File: config.mk
export PLATFORM = sky130hd
export DESIGN_NAME = ttt_turn_sched_flat
export DESIGN_NICKNAME = d
export VERILOG_FILES = /design/src/rtl/ttt_turn_sched_if.sv /design/src/rtl/ttt_turn_sched.sv /design/src/flat_wrapper.sv
export SDC_FILE = /design/constraint.sdc
export NUM_CORES = 1
export LEC_CHECK = 0
export CAP_MARGIN = 20
export CELL_PAD_IN_SITES_DETAIL_PLACEMENT = 1
export CELL_PAD_IN_SITES_GLOBAL_PLACEMENT = 2
export CORE_ASPECT_RATIO = 1.1
export CORE_UTILIZATION = 36
export CTS_BUF_LIST = sky130_fd_sc_hd__clkbuf_4
export CTS_CLUSTER_DIAMETER = 200
export DETAILED_ROUTE_END_ITERATION = 16
export PLACE_DENSITY_LB_ADDON = 0.1
export SYNTH_ARGS = -nofsm -noshare
export SYNTH_HDL_FRONTEND = slang
export SYNTH_SLANG_ARGS = --single-unit
File: constraint.sdc
create_clock -name Clk -period 4.05 [get_ports Clk]
set_input_delay 0.81 -clock Clk [delete_from_list [all_inputs] [get_ports Clk]]
set_output_delay 0.81 -clock Clk [all_outputs]
set_load 0.005 [all_outputs]
File: src/rtl/ttt_turn_sched_if.sv
// Bus bundle for the tic-tac-toe turn scheduler: player controls in, board/status out.
interface ttt_turn_sched_if;
  logic        Start;
  logic        Ack;
  logic        BtnU;
  logic        BtnR;
  logic        BtnD;
  logic [3:0]  pos;
  logic [8:0]  board_x;
  logic [8:0]  board_o;
  logic        turn;
  logic        Qi;
  logic        Qp;
  logic        Qc;
  logic        Qd;
  logic        Xwins;
  logic        Owins;
  logic        draw;
  logic        reject;
  logic [11:0] P1s;
  logic [11:0] P2s;

  // Player / test side: drives controls, observes the game.
  modport master (
    output Start, Ack, BtnU, BtnR, BtnD,
    input  pos, board_x, board_o, turn, Qi, Qp, Qc, Qd,
    input  Xwins, Owins, draw, reject, P1s, P2s
  );

  // Scheduler side.
  modport slave (
    input  Start, Ack, BtnU, BtnR, BtnD,
    output pos, board_x, board_o, turn, Qi, Qp, Qc, Qd,
    output Xwins, Owins, draw, reject, P1s, P2s
  );
endinterface

File: src/rtl/ttt_turn_sched.sv
// Tic-tac-toe turn scheduler: cursor movement, placement, line-by-line win check,
// draw detection and saturating per-player win counters.
module ttt_turn_sched #(
  parameter bit FIRST_PLAYER = 1'b0
) (
  input logic             Clk,
  input logic             reset_n,
  ttt_turn_sched_if.slave bus
);

  // One-hot so the state register doubles as the Qi/Qp/Qc/Qd flags.
  typedef enum logic [3:0] {
    StIdle  = 4'b0001,
    StPlay  = 4'b0010,
    StCheck = 4'b0100,
    StDone  = 4'b1000
  } state_e;

  state_e      state_q;
  logic [3:0]  pos_q;
  logic [3:0]  counter_q;
  logic [8:0]  bx_q;
  logic [8:0]  bo_q;
  logic        turn_q;
  logic [2:0]  k_q;
  logic        xw_q;
  logic        ow_q;
  logic        draw_q;
  logic        reject_q;
  logic [11:0] p1s_q;
  logic [11:0] p2s_q;

  logic [8:0]  line_mask;
  logic [8:0]  mover_cells;
  logic [8:0]  pos_mask;
  logic        line_won;
  logic        cell_taken;
  logic [3:0]  pos_right;
  logic [3:0]  pos_down;

  // Cell mask of the line currently under examination.
  always_comb begin
    line_mask = 9'h000;
    unique case (k_q)
      3'd0: line_mask = 9'h007;  // 0 1 2
      3'd1: line_mask = 9'h038;  // 3 4 5
      3'd2: line_mask = 9'h1c0;  // 6 7 8
      3'd3: line_mask = 9'h049;  // 0 3 6
      3'd4: line_mask = 9'h092;  // 1 4 7
      3'd5: line_mask = 9'h124;  // 2 5 8
      3'd6: line_mask = 9'h111;  // 0 4 8
      3'd7: line_mask = 9'h054;  // 2 4 6
      default: line_mask = 9'h000;
    endcase
  end

  assign mover_cells = turn_q ? bo_q : bx_q;
  assign line_won    = (mover_cells & line_mask) == line_mask;
  assign pos_mask    = 9'd1 << pos_q;
  assign cell_taken  = |((bx_q | bo_q) & pos_mask);

  // Cursor moves wrap within the current row / column.
  always_comb begin
    pos_right = pos_q + 4'd1;
    unique case (pos_q)
      4'd2:    pos_right = 4'd0;
      4'd5:    pos_right = 4'd3;
      4'd8:    pos_right = 4'd6;
      default: pos_right = pos_q + 4'd1;
    endcase
    pos_down = (pos_q >= 4'd6) ? (pos_q - 4'd6) : (pos_q + 4'd3);
  end

  // Game FSM with all outputs registered.
  always_ff @(posedge Clk or negedge reset_n) begin
    if (!reset_n) begin
      state_q   <= StIdle;
      pos_q     <= 4'd0;
      counter_q <= 4'd0;
      bx_q      <= 9'd0;
      bo_q      <= 9'd0;
      turn_q    <= FIRST_PLAYER;
      k_q       <= 3'd0;
      xw_q      <= 1'b0;
      ow_q      <= 1'b0;
      draw_q    <= 1'b0;
      reject_q  <= 1'b0;
      p1s_q     <= 12'd0;
      p2s_q     <= 12'd0;
    end else begin
      reject_q <= 1'b0;
      unique case (state_q)
        StIdle: begin
          if (bus.Start) begin
            state_q   <= StPlay;
            pos_q     <= 4'd0;
            counter_q <= 4'd0;
            bx_q      <= 9'd0;
            bo_q      <= 9'd0;
            turn_q    <= FIRST_PLAYER;
            k_q       <= 3'd0;
            xw_q      <= 1'b0;
            ow_q      <= 1'b0;
            draw_q    <= 1'b0;
            p1s_q     <= 12'd0;
            p2s_q     <= 12'd0;
          end
        end
        StPlay: begin
          if (bus.BtnU) begin
            if (cell_taken) begin
              reject_q <= 1'b1;
            end else begin
              if (turn_q) bo_q <= bo_q | pos_mask;
              else        bx_q <= bx_q | pos_mask;
              counter_q <= counter_q + 4'd1;
              k_q       <= 3'd0;
              state_q   <= StCheck;
            end
          end else if (bus.BtnR) begin
            pos_q <= pos_right;
          end else if (bus.BtnD) begin
            pos_q <= pos_down;
          end
        end
        StCheck: begin
          if (line_won) begin
            if (turn_q) begin
              ow_q <= 1'b1;
              if (p2s_q != 12'hfff) p2s_q <= p2s_q + 12'd1;
            end else begin
              xw_q <= 1'b1;
              if (p1s_q != 12'hfff) p1s_q <= p1s_q + 12'd1;
            end
            state_q <= StDone;
          end else if (k_q == 3'd7) begin
            if (counter_q == 4'd9) begin
              draw_q  <= 1'b1;
              state_q <= StDone;
            end else begin
              turn_q  <= ~turn_q;
              state_q <= StPlay;
            end
          end else begin
            k_q <= k_q + 3'd1;
          end
        end
        StDone: begin
          // Rematch keeps the scores; Start takes priority over Ack.
          if (bus.Start) begin
            state_q   <= StPlay;
            pos_q     <= 4'd0;
            counter_q <= 4'd0;
            bx_q      <= 9'd0;
            bo_q      <= 9'd0;
            turn_q    <= FIRST_PLAYER;
            k_q       <= 3'd0;
            xw_q      <= 1'b0;
            ow_q      <= 1'b0;
            draw_q    <= 1'b0;
          end else if (bus.Ack) begin
            state_q <= StIdle;
          end
        end
        default: state_q <= StIdle;
      endcase
    end
  end

  assign bus.pos     = pos_q;
  assign bus.board_x = bx_q;
  assign bus.board_o = bo_q;
  assign bus.turn    = turn_q;
  assign bus.Qi      = state_q[0];
  assign bus.Qp      = state_q[1];
  assign bus.Qc      = state_q[2];
  assign bus.Qd      = state_q[3];
  assign bus.Xwins   = xw_q;
  assign bus.Owins   = ow_q;
  assign bus.draw    = draw_q;
  assign bus.reject  = reject_q;
  assign bus.P1s     = p1s_q;
  assign bus.P2s     = p2s_q;

endmodule

File: src/flat_wrapper.sv
// flat-port wrapper written by rule: the top's interface ports become plain ports
module ttt_turn_sched_flat 
#(
  parameter bit FIRST_PLAYER = 1'b0
)
  (Clk, reset_n, bus_Start, bus_Ack, bus_BtnU, bus_BtnR, bus_BtnD, bus_pos, bus_board_x, bus_board_o, bus_turn, bus_Qi, bus_Qp, bus_Qc, bus_Qd, bus_Xwins, bus_Owins, bus_draw, bus_reject, bus_P1s, bus_P2s);
  ttt_turn_sched_if bus_i ();
  input logic Clk;
  input logic reset_n;
  input wire logic [$bits(bus_i.Start)-1:0] bus_Start;
  input wire logic [$bits(bus_i.Ack)-1:0] bus_Ack;
  input wire logic [$bits(bus_i.BtnU)-1:0] bus_BtnU;
  input wire logic [$bits(bus_i.BtnR)-1:0] bus_BtnR;
  input wire logic [$bits(bus_i.BtnD)-1:0] bus_BtnD;
  output wire logic [$bits(bus_i.pos)-1:0] bus_pos;
  output wire logic [$bits(bus_i.board_x)-1:0] bus_board_x;
  output wire logic [$bits(bus_i.board_o)-1:0] bus_board_o;
  output wire logic [$bits(bus_i.turn)-1:0] bus_turn;
  output wire logic [$bits(bus_i.Qi)-1:0] bus_Qi;
  output wire logic [$bits(bus_i.Qp)-1:0] bus_Qp;
  output wire logic [$bits(bus_i.Qc)-1:0] bus_Qc;
  output wire logic [$bits(bus_i.Qd)-1:0] bus_Qd;
  output wire logic [$bits(bus_i.Xwins)-1:0] bus_Xwins;
  output wire logic [$bits(bus_i.Owins)-1:0] bus_Owins;
  output wire logic [$bits(bus_i.draw)-1:0] bus_draw;
  output wire logic [$bits(bus_i.reject)-1:0] bus_reject;
  output wire logic [$bits(bus_i.P1s)-1:0] bus_P1s;
  output wire logic [$bits(bus_i.P2s)-1:0] bus_P2s;
  assign bus_i.Start = bus_Start;
  assign bus_i.Ack = bus_Ack;
  assign bus_i.BtnU = bus_BtnU;
  assign bus_i.BtnR = bus_BtnR;
  assign bus_i.BtnD = bus_BtnD;
  assign bus_pos = bus_i.pos;
  assign bus_board_x = bus_i.board_x;
  assign bus_board_o = bus_i.board_o;
  assign bus_turn = bus_i.turn;
  assign bus_Qi = bus_i.Qi;
  assign bus_Qp = bus_i.Qp;
  assign bus_Qc = bus_i.Qc;
  assign bus_Qd = bus_i.Qd;
  assign bus_Xwins = bus_i.Xwins;
  assign bus_Owins = bus_i.Owins;
  assign bus_draw = bus_i.draw;
  assign bus_reject = bus_i.reject;
  assign bus_P1s = bus_i.P1s;
  assign bus_P2s = bus_i.P2s;
  ttt_turn_sched #(.FIRST_PLAYER(FIRST_PLAYER)) u_core (.Clk(Clk), .reset_n(reset_n), .bus(bus_i));
endmodule
==> results of run 1 <==
## power breakdown
part / switching [mW] / internal, mW
Sequential: 0.132 / 0.690
Combinational: 0.531 / 0.393
Clock: 0.229 / 0.213
Total: 0.893 / 1.30
## per-stage QoR
| step | hold slack, ns | area [sq um] | total power, mW |
|---|---|---|---|
| after floorplan | 0.486 | 3820 | 1.40 |
| after global placement | 0.481 | 4560 | 1.74 |
| after detailed placement | 0.483 | 4560 | 1.76 |
| after CTS | 0.506 | 4700 | 2.21 |
| after global routing | 0.230 | 4720 | 2.35 |
| final | 0.235 | 4720 | 2.19 |
## routing by layer
layer / share of wire, % / GRT usage, % / up-vias
li1: - / - / 1702
met1: 46 / 27.3 / 1787
met2: 51 / 37.0 / 46
met3: 2.0 / 3.53 / 6
met4: 0.64 / 4.87 / 0
met5: 0 / 0 / -
## cell usage in the layout (no fill, tap or decap), drive strengths merged, types with 4 or more instances in the layout
cell type and count:
nand3 26, a21oi 11, o21ai 40, ha 20
mux2i 11, inv 17, nor4 6, dfrtp 61
nor3 11, nand2b 9, nand4 13, a211o 6
o21a 4, or3 5, or4 6, nand2 58
mux2 6, nand3b 6, o22ai 6, o211ai 9
clkdlybuf4s50 60, nor2 34, clkbuf 13, buf 9
## final cells by class
cell class	count	share of cell area (%)
multi-input cells	336	44.7
well taps	143	3.79
flip-flops and latches	62	32.9
clock buffers	13	2.07
repair buffers	69	14.4
inverters	17	1.35
clock inverters	3	0.796
## worst reg2reg max path: cells and delay by family, from the launching register on
kind	cells	cell delay, ns
AOI/OAI and AO/OA	2	0.79
adders and majority gates	1	0.29
buffers and inverters	1	0.19
DFF	1	0.56
muxes	1	0.26
and+or+nand+nor	3	0.94
## path summary, 6_finish.rpt
kind,start,endpoint,slack [ns],depth (start not counted)
max in group asynchronous,reset_n,u_core.bus.board_x[8]$_DFFE_PN0P_,3.00,3
min,reset_n,u_core.bus.board_o[7]$_DFFE_PN0P_,0.24,1
min reg2reg,u_core.bus.draw$_DFFE_PN0P_,u_core.bus.draw$_DFFE_PN0P_,0.50,1
max reg2reg,u_core.bus.pos[1]$_DFFE_PN0P_,u_core.k_q[2]$_DFFE_PN0P_,0.95,8
min in group Clk,u_core.bus.draw$_DFFE_PN0P_,u_core.bus.draw$_DFFE_PN0P_,0.50,1
max,u_core.bus.pos[1]$_DFFE_PN0P_,u_core.k_q[2]$_DFFE_PN0P_,0.95,8
## cells by family (layout without fill, tap and decap cells)
group / Yosys count / after routing
fa+ha+maj: 20 / 20
compound gates: 104 / 104
simple gates: 190 / 190
flops: 62 / 62
buf+inv: 38 / 102
mux: 17 / 17
xor+xnor: 5 / 5
## flip-flops by register name, summed over array words and instances (netlist names)
name / count
u_core.bus.P1s: 12
u_core.bus.P2s: 12
u_core.bus.board_o: 9
u_core.bus.board_x: 9
u_core.bus.pos: 4
u_core.counter_q: 4
u_core.state_q: 4
u_core.k_q: 3
u_core.bus.Owins: 1
u_core.bus.Xwins: 1
u_core.bus.draw: 1
u_core.bus.reject: 1
u_core.bus.turn: 1
==> results.toml, run 1 <==
[synthesis]
syn_area_per_cell_sq_um = 8.77
yosys_warnings = 0
syn-cell-area_sq_um = 3820
ys_types = 56
syn_inst = 436
synth_edf_count = 0
ys_seq_area_share_pct = 40.6
synth_xor_area_share_pct = 1.15
synth.net_count = 463
synth.most_common_cell = "dfrtp_1"
synth_top_cell_area_share_pct = 39.9
yosys-top-cells-area = "dfrtp_1 40%, ha_1 6.5%, nand2_1 5.7%, o21ai_0 5.2%, nand3_1 3.4%"
synth_compound_area_share_pct = 17.7
synth_async_sr_flop_share_pct = 100
synth_area_leader_cell = "dfrtp_1"
synthAdderAreaFrac_pct = 6.55
synth_top_family_by_area = "simple AND/OR/NAND/NOR gates"
ys_top_cells_by_count = "61 x dfrtp_1, 58 x nand2_1, 40 x o21ai_0"
synthFlopType = "dfrtp_1"
synth_simple_gate_area_share_pct = 25.1
muxShareOfSynthArea_pct = 4.65
synth-seq-cells = 62

[clocking]
cts_made_buffers = 9
clk_pin_slew_ns = 0.12
htreeDepth = 3
cts_setup_buffers = 0
cts_tree = "built"
cts.sinks = 62
cts-root-buf = "clkbuf_4"
clockBufferDepth = 2
holdBufCountCts = 0
post_cts_resized = 0
clk_latency_ns = 0.42

[sta]
max_freq_mhz = 322
tightest_slew_ns = 0.932
rsz0062_at_grt = "false"
setup-tns-final_ns = 0
clock_skew_ns = 0.0268
finalSetupViolCount = 0
post-route-period-util_pct = 76.6
fin_crit_ns = 3.10
relSlewSlack_pct = 37.7
setup_ws_ns = 0.947
hold_violations = 0
maxSlewViolCount = 0

[detailed_routing]
drtAntennaViolNets = 0
finalWirelength_um = 11100
dr_total_vias = 3541
drc = 0
viasPerCell = 5.51
wl_per_cell_um = 17.2
drtIter0Drc = 123
drt_pass1_iterations = 4

[setup_path]
worstPathRequired_ns = 4.37
crit_fanout = 8
critPathMaxStageDelay_ns = 0.68
crit_family = "simple AND/OR/NAND/NOR gates"
slowest_stage = "a221oi_1"
worstSetupStartpointType = "register"
cp.arrival_ns = 3.43
critPathBufInv = 1
worstSetupEndpointType = "register"
worstSetupPathType = "reg -> reg"
cp_cell_sequence = "inv_1 -> ha_1 -> nand3b_1 -> o22ai_1 -> nor3_1 -> nand3_1 -> a221oi_1 -> mux2i_1"

[die]
die_area_sq_um = 11000
core_sq_um = 10300
dieWidth_um = 100
io_pins = 62
rows = 39
initial_utilization_pct = 36.9
die_h_um = 110

[global_routing]
grt_pass1_wl_um = 18300
grt_overflow = 0
grt_use_total_pct = 21.1
grt_max_degree = 48
antenna_found_initial = 0
grt_pass1_vias = 3520

[finish]
utilization_pct = 45.6
post_route_cells_drive_above_1_share_pct = 6.40
syn_to_final_growth_pct = 23.4
regArea_sq_um = 1550
fillers = 1233
nets = 522
multi_input_area_sq_um = 2110
fin_cells = 643
antenna_cells = 0

[placed_design]
dp_slack_ns = 0.664
io_buffers = 61
dpl.hpwl_um = 8130
dp_cells = 626
place_congestion = 0.804

[min_path]
hp-class = "in -> async"

[run_status]
status = "finished clean"

[pwr]
peakVddDrop_mv = 0.249
p_leak_nw = 1.98
p_per_area_nw_per_um2 = 464

[run]
max_cap_violations = 0
(Power assumes the default switching activity.)
==> run 2: changes to the inputs <==
CORE_UTILIZATION = 34   (was 36)
clock period = 3 ns   (was 4.05 ns; I/O delays follow)
==> results.toml, run 2 (synthesis results as in run 1) <==
[run_status]
status = "finished clean"

[detailed_routing]
wl_per_cell_um = 17.6
dr_total_vias = 3601
drtIter0Drc = 95
drtAntennaViolNets = 0
viasPerCell = 5.46
finalWirelength_um = 11600
drc = 0
drt_pass1_iterations = 4

[clocking]
htreeDepth = 3
clockBufferDepth = 2
cts_setup_buffers = 0
cts_tree = "built"
cts.sinks = 62
cts-root-buf = "clkbuf_4"
holdBufCountCts = 0
clk_pin_slew_ns = 0.11
post_cts_resized = 0
clk_latency_ns = 0.41
cts_made_buffers = 9

[die]
die_h_um = 113
die_area_sq_um = 11700
rows = 40
io_pins = 62
initial_utilization_pct = 35.0
dieWidth_um = 103
core_sq_um = 10900

[sta]
rsz0062_at_grt = "false"
maxSlewViolCount = 0
tightest_slew_ns = 0.615
post-route-period-util_pct = 93.2
finalSetupViolCount = 0
relSlewSlack_pct = 59.0
fin_crit_ns = 2.79
holdWs_ns = 0.144
setup_ws_ns = 0.205
hold_violations = 0
clock_skew_ns = 0.0156
max_freq_mhz = 358

[finish]
fillers = 1331
nets = 534
antenna_cells = 0
final_cell_mix = "61 x dfrtp_1, 60 x clkdlybuf4s50_1, 58 x nand2_1"
fin_cells = 659
utilization_pct = 44.2
post_route_cells_drive_above_1_share_pct = 8.40
final_common_cell = "dfrtp_1"
syn_to_final_growth_pct = 26.0

[placed_design]
dp_slack_ns = -0.0808
dp_cells = 643
io_buffers = 61
dpl.hpwl_um = 8540
place_congestion = 0.777

[global_routing]
grt_use_total_pct = 21.2
antenna_found_initial = 0
grt_pass1_wl_um = 19100
grt_max_degree = 26
grt_pass1_vias = 3800
grt_overflow = 0

[pwr]
total_power_mw = 3.04
p_leak_nw = 2.04
p_per_area_nw_per_um2 = 632
peakVddDrop_mv = 0.235

[setup_path]
cp_cell_sequence = "inv_1 -> ha_1 -> mux2i_1 -> o22ai_1 -> or4_1 -> or3_1 -> or3_1 -> a21oi_1"
critPathMaxStageDelay_ns = 0.51
worstPathRequired_ns = 3.34
worstSetupStartpointType = "register"
crit_fanout = 7
critPathBufInv = 1
crit_family = "simple AND/OR/NAND/NOR gates"
worstSetupPathType = "reg -> reg"
slowest_stage = "or4_1"
worstSetupEndpointType = "register"
path_common_cell = "or3_1"
cp.arrival_ns = 3.14

[min_path]
hp-class = "in -> async"

[run]
max_cap_violations = 0
run 2: changes by cell type in the layout (fill, tap and decap cells not counted):
cell       change
buf_12         -1
buf_4         +13
bufinv_16      +1
clkbuf_4       -3
clkinv_1       +1
clkinv_2       +1
run 2: cell type report:
class                           instances  area (sq um)  share of cell area [%]
Multi-Input combinational cell        336          2110                    43.8
Sequential cell                        62          1550                    32.2
Timing Repair Buffer                   81           756                    15.7
Tap cell                              147           184                    3.82
Clock inverter                          6          76.3                    1.58
Clock buffer                           10          75.1                    1.56
Inverter                               17          63.8                    1.32
run 2: stage by stage:
step / TNS [ns] / area [sq um]
after floorplan: 0 / 3820
after global placement: -0.00138 / 4670
after detailed placement: -0.233 / 4670
after CTS: 0 / 4820
after global routing: 0 / 4820
final: 0 / 4820
run 2: worst paths after layout:
check / to / slack, ns / cells past startpoint / from
max in group asynchronous: u_core.state_q[0]$_DFFE_PN1P_ / 2.09 / 2 / reset_n
min: u_core.bus.P2s[10]$_DFFE_PN0P_ / 0.14 / 1 / reset_n
min reg2reg: u_core.bus.draw$_DFFE_PN0P_ / 0.51 / 1 / u_core.bus.draw$_DFFE_PN0P_
min in group Clk: u_core.bus.draw$_DFFE_PN0P_ / 0.51 / 1 / u_core.bus.draw$_DFFE_PN0P_
max: u_core.bus.P2s[11]$_DFFE_PN0P_ / 0.21 / 8 / u_core.k_q[0]$_DFFE_PN0P_
max reg2reg: u_core.bus.P2s[11]$_DFFE_PN0P_ / 0.21 / 8 / u_core.k_q[0]$_DFFE_PN0P_
run 2: worst reg2reg max path, cell delays in order (launching register included):
cell     delay (ns)
dfrtp_1        0.48
inv_1          0.18
ha_1           0.37
mux2i_1        0.14
o22ai_1        0.13
or4_1          0.51
or3_1          0.41
or3_1          0.33
a21oi_1        0.17
run 2: per-layer routing:
metal	track usage, %	routed length [um]
met5	0	0
met4	6.76	132
met3	2.90	269
met2	38.0	5970
met1	25.8	5210
run 2: where the power goes:
group          switching (mW)  internal, mW  total [mW]
Clock                   0.319         0.338       0.658
Combinational           0.700         0.563        1.26
Sequential              0.192         0.931        1.12
==> run 3: changes to the inputs <==
CORE_UTILIZATION = 40   (was 34)
CTS_CLUSTER_DIAMETER = unset   (was 200)
DONT_BUFFER_PORTS = 1   (was unset)
==> results.toml, run 3 (synthesis results as in run 1) <==
[setup_path]
worstSetupPathType = "reg -> reg"
crit_fanout = 7
ff2ff_path_depth = 8
r2r_start = "u_core.k_q[0]$_DFFE_PN0P_"
worstSetupStartpointType = "register"
cp.arrival_ns = 3.04
worstSetupEndpointType = "register"
worstPathRequired_ns = 3.35
r2r_slack_ns = 0.31
reg2reg_to = "u_core.bus.P2s[7]$_DFFE_PN0P_"

[finish]
fillers = 1115
antenna_cells = 0
regArea_sq_um = 1550
final_common_cell = "dfrtp_1"
fin_cells = 568
nets = 473
utilization_pct = 44.6
syn_to_final_growth_pct = 8.64
post_route_cells_drive_above_1_share_pct = 9.31
multi_input_area_sq_um = 2110
final_cell_mix = "61 x dfrtp_1, 58 x nand2_1, 40 x o21ai_0"
fin_area_sq_um = 4150

[global_routing]
grt_pass1_wl_um = 18000
grt_overflow = 0
grt_pass1_vias = 3489
grt_use_total_pct = 23.7
grt_max_degree = 63
antenna_found_initial = 0

[placed_design]
dp_cells = 551
dpl.hpwl_um = 8080
place_congestion = 0.800
dp_slack_ns = 0.327
io_buffers = 0
post_dp_cell_area_sq_um = 4020

[sta]
max_freq_mhz = 372
hold_violations = 0
maxSlewViolCount = 0
finalSetupViolCount = 0
holdWs_ns = 0.0497
relSlewSlack_pct = 60.9
post-route-period-util_pct = 89.7
fin_crit_ns = 2.69
setup-tns-final_ns = 0
rsz0062_at_grt = "false"
clock_skew_ns = 0.0153
tightest_slew_ns = 0.586
setup_ws_ns = 0.308

[min_path]
hp-class = "in -> async"

[pwr]
peakVddDrop_mv = 0.337
total_power_mw = 2.77
p_per_area_nw_per_um2 = 666
p_leak_nw = 1.81

[clocking]
htreeDepth = 3
cts.sinks = 62
clk_latency_ns = 0.42
clockBufferDepth = 2
cts_setup_buffers = 0
cts-root-buf = "clkbuf_4"
clk_pin_slew_ns = 0.11
cts_made_buffers = 9
cts_tree = "built"

[detailed_routing]
drtIter0Drc = 152
drc = 0
finalWirelength_um = 10900
drtAntennaViolNets = 0
viasPerCell = 5.84
dr_total_vias = 3319
drt_pass1_iterations = 4
wl_per_cell_um = 19.3

[die]
die_area_sq_um = 9950
die_h_um = 105
dieWidth_um = 95.2
rows = 37
initial_utilization_pct = 41.1
io_pins = 62
core_sq_um = 9310

[run]
max_cap_violations = 0

[run_status]
status = "finished clean"
run 3: final cells by class:
type / instances / share of cell area, %
Inverter: 17 / 1.54
Clock buffer: 12 / 2.17
Tap cell: 117 / 3.53
Multi-Input combinational cell: 336 / 50.9
Clock inverter: 4 / 0.362
Sequential cell: 62 / 37.4
Timing Repair Buffer: 20 / 4.10
run 3: how the worst max path moves through the flow:
stage / start / end / slack (ns) / depth (start not counted)
floorplan: u_core.k_q[0]$_DFFE_PN0P_ / u_core.bus.P2s[7]$_DFFE_PN0P_ / 0.54 / 9
global placement: u_core.bus.pos[0]$_DFFE_PN0P_ / u_core.bus.board_x[1]$_DFFE_PN0P_ / 0.38 / 9
detailed placement: u_core.k_q[0]$_DFFE_PN0P_ / u_core.bus.P2s[7]$_DFFE_PN0P_ / 0.33 / 8
CTS: u_core.k_q[0]$_DFFE_PN0P_ / u_core.bus.P2s[7]$_DFFE_PN0P_ / 0.27 / 8
global route: u_core.k_q[0]$_DFFE_PN0P_ / u_core.bus.P2s[7]$_DFFE_PN0P_ / 0.07 / 8
finish: u_core.k_q[0]$_DFFE_PN0P_ / u_core.bus.P2s[7]$_DFFE_PN0P_ / 0.31 / 8
run 3: critical path, stage by stage, from the launching register on:
cell	delay, ns
dfrtp_1	0.44
inv_1	0.14
ha_1	0.35
mux2i_1	0.14
o22ai_1	0.13
or4_1	0.49
or3_1	0.43
or3_1	0.35
a21oi_1	0.14
run 3: report_power, final:
group	internal (mW)	switching (mW)	total (mW)
clock network	0.188	0.307	0.495
registers	0.931	0.201	1.13
logic	0.473	0.667	1.14
total	1.59	1.17	2.77
run 3: layer usage:
layer | part of all wire (%) | up-vias | track usage, %
li1 | - | 1609 | -
met1 | 42 | 1644 | 27.1
met2 | 53 | 54 | 41.7
met3 | 4.3 | 12 | 6.07
met4 | 1.6 | 0 | 8.01
met5 | 0 | - | 0
run 3: what timing repair did:
| item | CTS | global route |
|---|---|---|
| hold endpoints to repair | 62 | 0 |
| gates resized for setup | 0 | 0 |
| hold buffers | 1 | 0 |
